`src/rtl/demux_1to4_stream_if.sv`:
```
// Stream bundle for the 1-to-4 demultiplexer: one shared input stream
// and four registered output channels, each with its own valid/ready.
interface demux_1to4_stream_if #(
    parameter int width  = 4,
    parameter int swidth = 2
);

    logic              in_valid;
    logic              in_ready;
    logic [width-1:0]  in_data;
    logic [swidth-1:0] in_sel;

    logic [3:0]        out_valid;
    logic [3:0]        out_ready;
    logic [width-1:0]  o0;
    logic [width-1:0]  o1;
    logic [width-1:0]  o2;
    logic [width-1:0]  o3;

    // Producer and consumers as seen from outside the demux
    modport master (
        output in_valid,
        output in_data,
        output in_sel,
        output out_ready,
        input  in_ready,
        input  out_valid,
        input  o0,
        input  o1,
        input  o2,
        input  o3
    );

    modport slave (
        input  in_valid,
        input  in_data,
        input  in_sel,
        input  out_ready,
        output in_ready,
        output out_valid,
        output o0,
        output o1,
        output o2,
        output o3
    );

endinterface

```
`src/rtl/demux_1to4_stream.sv`:
```
// Registered 1-to-4 stream demux, one output register per channel.
// Optional per-channel delivered-word counters with DEMUX_CNT_EN.
module demux_1to4_stream #(
    parameter int width  = 4,
    parameter int swidth = 2
) (
    input  logic                clk,
    input  logic                rst_n,
    demux_1to4_stream_if.slave  bus
`ifdef DEMUX_CNT_EN
    ,
    input  logic                cnt_clr,
    output logic [7:0]          cnt0,
    output logic [7:0]          cnt1,
    output logic [7:0]          cnt2,
    output logic [7:0]          cnt3
`endif
);

    logic [3:0]       vld_q;
    logic [width-1:0] data_q [4];
    logic [3:0]       load;
    logic [3:0]       out_fire;
    logic             in_rdy;
    logic             in_fire;

    // Only the addressed channel can stall the input
    assign in_rdy  = ~vld_q[bus.in_sel] | bus.out_ready[bus.in_sel];
    assign in_fire = bus.in_valid & in_rdy;

    assign out_fire = vld_q & bus.out_ready;

    always_comb begin
        load = '0;
        for (int k = 0; k < 4; k++) begin
            load[k] = in_fire && (bus.in_sel == swidth'(k));
        end
    end

    // Load wins over drain so a draining channel refills in one cycle
    always_ff @(posedge clk or negedge rst_n) begin
        if (!rst_n) begin
            vld_q <= '0;
            for (int k = 0; k < 4; k++) begin
                data_q[k] <= '0;
            end
        end else begin
            for (int k = 0; k < 4; k++) begin
                if (load[k]) begin
                    data_q[k] <= bus.in_data;
                    vld_q[k]  <= 1'b1;
                end else if (out_fire[k]) begin
                    vld_q[k]  <= 1'b0;
                end
            end
        end
    end

    assign bus.in_ready  = in_rdy;
    assign bus.out_valid = vld_q;
    assign bus.o0        = data_q[0];
    assign bus.o1        = data_q[1];
    assign bus.o2        = data_q[2];
    assign bus.o3        = data_q[3];

`ifdef DEMUX_CNT_EN
    logic [7:0] cnt_q [4];

    always_ff @(posedge clk or negedge rst_n) begin
        if (!rst_n) begin
            for (int k = 0; k < 4; k++) begin
                cnt_q[k] <= '0;
            end
        end else begin
            for (int k = 0; k < 4; k++) begin
                if (cnt_clr) begin
                    cnt_q[k] <= '0;
                end else if (out_fire[k]) begin
                    cnt_q[k] <= cnt_q[k] + 8'd1;
                end
            end
        end
    end

    assign cnt0 = cnt_q[0];
    assign cnt1 = cnt_q[1];
    assign cnt2 = cnt_q[2];
    assign cnt3 = cnt_q[3];
`endif

endmodule

```
`src/flat_wrapper.sv`:
```
// flat-port wrapper written by rule: the top's interface ports become plain ports
module demux_1to4_stream_flat 
#(
    parameter int width  = 4,
    parameter int swidth = 2
)
  (clk, rst_n, bus_in_valid, bus_in_data, bus_in_sel, bus_out_ready, bus_in_ready, bus_out_valid, bus_o0, bus_o1, bus_o2, bus_o3);
  demux_1to4_stream_if #(.width(width), .swidth(swidth)) bus_i ();
  input  logic clk;
  input  logic rst_n;
  input wire logic [$bits(bus_i.in_valid)-1:0] bus_in_valid;
  input wire logic [$bits(bus_i.in_data)-1:0] bus_in_data;
  input wire logic [$bits(bus_i.in_sel)-1:0] bus_in_sel;
  input wire logic [$bits(bus_i.out_ready)-1:0] bus_out_ready;
  output wire logic [$bits(bus_i.in_ready)-1:0] bus_in_ready;
  output wire logic [$bits(bus_i.out_valid)-1:0] bus_out_valid;
  output wire logic [$bits(bus_i.o0)-1:0] bus_o0;
  output wire logic [$bits(bus_i.o1)-1:0] bus_o1;
  output wire logic [$bits(bus_i.o2)-1:0] bus_o2;
  output wire logic [$bits(bus_i.o3)-1:0] bus_o3;
  assign bus_i.in_valid = bus_in_valid;
  assign bus_i.in_data = bus_in_data;
  assign bus_i.in_sel = bus_in_sel;
  assign bus_i.out_ready = bus_out_ready;
  assign bus_in_ready = bus_i.in_ready;
  assign bus_out_valid = bus_i.out_valid;
  assign bus_o0 = bus_i.o0;
  assign bus_o1 = bus_i.o1;
  assign bus_o2 = bus_i.o2;
  assign bus_o3 = bus_i.o3;
  demux_1to4_stream #(.width(width), .swidth(swidth)) u_core (.clk(clk), .rst_n(rst_n), .bus(bus_i));
endmodule
```
`config.mk`:
```
export PLATFORM = sky130hd
export DESIGN_NAME = demux_1to4_stream_flat
export DESIGN_NICKNAME = d
export VERILOG_FILES = /design/src/rtl/demux_1to4_stream_if.sv /design/src/rtl/demux_1to4_stream.sv /design/src/flat_wrapper.sv
export SDC_FILE = /design/constraint.sdc
export NUM_CORES = 1
export LEC_CHECK = 0
export CAP_MARGIN = 0
export CORE_MARGIN = 2
export CORE_UTILIZATION = 40
export DETAILED_ROUTE_END_ITERATION = 16
export PLACE_DENSITY = 0.76
export SYNTH_ARGS = -nofsm -noshare
export SYNTH_HDL_FRONTEND = slang
export SYNTH_SLANG_ARGS = --single-unit
export TNS_END_PERCENT = 20
```
`constraint.sdc`:
```
create_clock -name clk -period 1.65 [get_ports clk]
set_input_delay 0.2475 -clock clk [delete_from_list [all_inputs] [get_ports clk]]
set_output_delay 0.2475 -clock clk [all_outputs]
set_load 0.02 [all_outputs]
```
==> reports/summary.txt <==
Status: complete, but fails checks
Failing checks: setup timing
CTS tree: done
ANT cells: 0
Sw Pwr: 404 µW
CP arrival: 1.42 ns
Mux contribution to synthesized area: 0.252
Worst slack, placed: -0.422 ns
Residual DRC: 0
Number of distinct library cells after synthesis: 13
Tcrit/Tclk final: 1.01
Busiest grt layer: met2
Commonest non-fill, non-tap cell in the layout: clkdlybuf4s50_1
Skew final: 0.0112 ns
Avg Vias per Cell: 4.70
Met2 Use GR: 0.299
Final setup fails: 1
Die width: 48.8 µm
Minimum clock period: 1.67 ns
CORE AREA: 1920 µm²
Met3 usage: 0.0337
Final setup margin: -0.0207 ns
Clock power share: 0.266
Grt total ovfl: 0
Final Core Density: 0.669
LEAKAGE: 0.565 nW
DRT iter0 DRCs: 0
Initial Util: 0.418
Cts bufs inserted: 3
Skew-Pair Late Insertion Delay: 0.31 ns
Slew Limit Fails: 0
Worst setup path class: reg2out
Post-CTS Setup Bufs: 0
Max Fanout on Critical Path: 3
Largest family of logic cells by synthesized area: multiplexers
Area Overhead vs Synth: 60.1%
Number of global-route vias before repair: 655
Unrepaired setup endpoints after global routing: yes
Mapped Cells: 54
Ranking of synthesized cells by area: dfrtp_1 (62%), mux2_2 (22%), nand2b_1 (3.1%)
Overall routed net length: 1.66 mm
Hold WC Path Type: in2reg
Met1 usage: 0.185
Clk root buf: clkbuf_4
Synth Area in XOR/XNOR: 0
Commonest cells after routing, fill and taps aside: clkdlybuf4s50_1 (31), dfrtp_1 (20), mux2_2 (16), buf_4 (8), nand2_1 (5)
Max IR drop VDD: 809 µV
Hold bufs inserted after CTS: 0
Slew HR: 0.802
Die ar.: 2380 µm²
Logic pwr share: 0.316
Min Hold Slack: 0.227 ns
Clk slew on worst S/H paths: 0.12 ns
Rows: 16
Simple-gate share of the synthesized area: 0.112
Largest net degree at the start of global routing: 21
CP startpoint kind: flip-flop
Routed Antenna Nets: 0
Worst setup EP type: primary output
Leading area contributor after synthesis: dfrtp_1
Compound-Gate Fraction of Synth Area: 0.00623
Highest Clock Rate: 599 MHz
Crit path cell chain: nand2b_4 -> mux4_2 -> buf_6
I/O Pins: 34
Sw Ratio: 0.270
CTS H-tree lvls: 1
Wirelength per Cell: 13.3 µm
Worst path required time: 1.40 ns
Initial antenna violation count: 0
Sink Count: 20
Power Dens Cells: 1160 nW/µm²
Internal: 1.09 mW
Worst Tran Pin Value: 0.296 ns
Vias: 588
Final GP Congestion: 0.741
Max Root-Sink Buffers: 2
Sequential area share after synthesis: 0.623
Nets: 112
MaxCap Viol Count: 0
First-pass GRT wire length: 2.99 mm
Post-Synth Adder-Cell Area: 0
Synth Warn #: 0
1st-pass router iterations: 1
Avg Inst Size Synth: 14.9 µm²
Share of cells above drive strength 1: 0.337
Die Height: 48.8 µm
Crit path largest cell delay: 0.48 ns
Final HPWL DP: 1.24 mm
Post_cts resized: 7
Final hold vios: 0
Critical path's slowest cell: mux4_2
Mapped Area: 803 µm²
Register share of total power: 0.418
Yosys reg bits: 20
Port Buffers: 33
Post-synth top area share: 0.623
Post-Syn Nets: 67
GRT Resource Usage Total: 0.168
-- registers in the layout (all words and copies together) (netlist names) --
| signal | count |
|---|---|
| u_core.bus.o0 | 4 |
| u_core.bus.o1 | 4 |
| u_core.bus.o2 | 4 |
| u_core.bus.o3 | 4 |
| u_core.bus.out_valid | 4 |
-- power groups by stage --
stage	registers (mW)	clock network, mW	logic, mW
2_1_floorplan	0.747	0	0.101
3_3_place_gp	0.634	0	0.470
3_5_place_dp	0.635	0	0.474
4_1_cts	0.627	0.410	0.478
5_1_grt	0.640	0.419	0.501
6_report	0.625	0.398	0.472
-- cell type report --
class / count / area, µm²
Fill cell: 160 / 636
Tap cell: 27 / 33.8
Timing Repair Buffer: 41 / 394
Sequential cell: 20 / 500
Clock inverter: 1 / 30.0
Multi-Input combinational cell: 33 / 305
Clock buffer: 3 / 22.5
-- critical path, delay by kind of cell (launching register included) --
family / cells / cell delay (ns)
buf+inv: 1 / 0.15
simple gates: 1 / 0.07
mux: 1 / 0.48
flops: 1 / 0.41
-- metrics by stage --
step / TNS (ns) / power (mW) / instance area (µm²) / instances
after floorplan: 0 / 0.848 / 803 / 54
after global placement: -1.83 / 1.10 / 1220 / 121
after detailed placement: -2.37 / 1.11 / 1220 / 121
after CTS: -0.0195 / 1.52 / 1280 / 125
after global routing: -0.0659 / 1.56 / 1290 / 125
final: -0.0207 / 1.49 / 1290 / 125
-- per-layer routing --
metal / routed length [µm] / share of wire
met1: 685 / 0.41
met2: 838 / 0.50
met3: 94 / 0.056
met4: 46 / 0.028
met5: 0 / 0
-- cell families (layout without fill, tap and decap cells) --
| family | count (synthesis) | after routing |
|---|---|---|
| buffers and inverters | 1 | 45 |
| muxes | 17 | 17 |
| DFF | 20 | 20 |
| AOI/OAI and AO/OA | 1 | 1 |
| and+or+nand+nor | 15 | 15 |
-- worst paths after layout --
path	depth (start not counted)	start	slack, ns	end
max	3	u_core.bus.out_valid[3]$_DFFE_PN0P_	-0.02	bus_in_ready
min	3	bus_out_ready[3]	0.23	u_core.bus.out_valid[3]$_DFFE_PN0P_
max reg2reg	4	u_core.bus.out_valid[1]$_DFFE_PN0P_	0.31	u_core.bus.o1[3]$_DFFE_PN0P_
min reg2reg	1	u_core.bus.o1[2]$_DFFE_PN0P_	0.52	u_core.bus.o1[2]$_DFFE_PN0P_
max in group asynchronous	2	rst_n	1.16	u_core.bus.out_valid[0]$_DFFE_PN0P_
min in group asynchronous	2	rst_n	0.27	u_core.bus.o3[1]$_DFFE_PN0P_
-- synth_stat cells (all sizes together) --
master	count
dfrtp	20
buf	1
nand2	5
nand3b	1
and3	1
nor3b	1
nor2b	2
nand2b	4
nand3	1
mux4	1
o21ai	1
mux2	16
No activity file was read; power rests on OpenSTA's default activity.
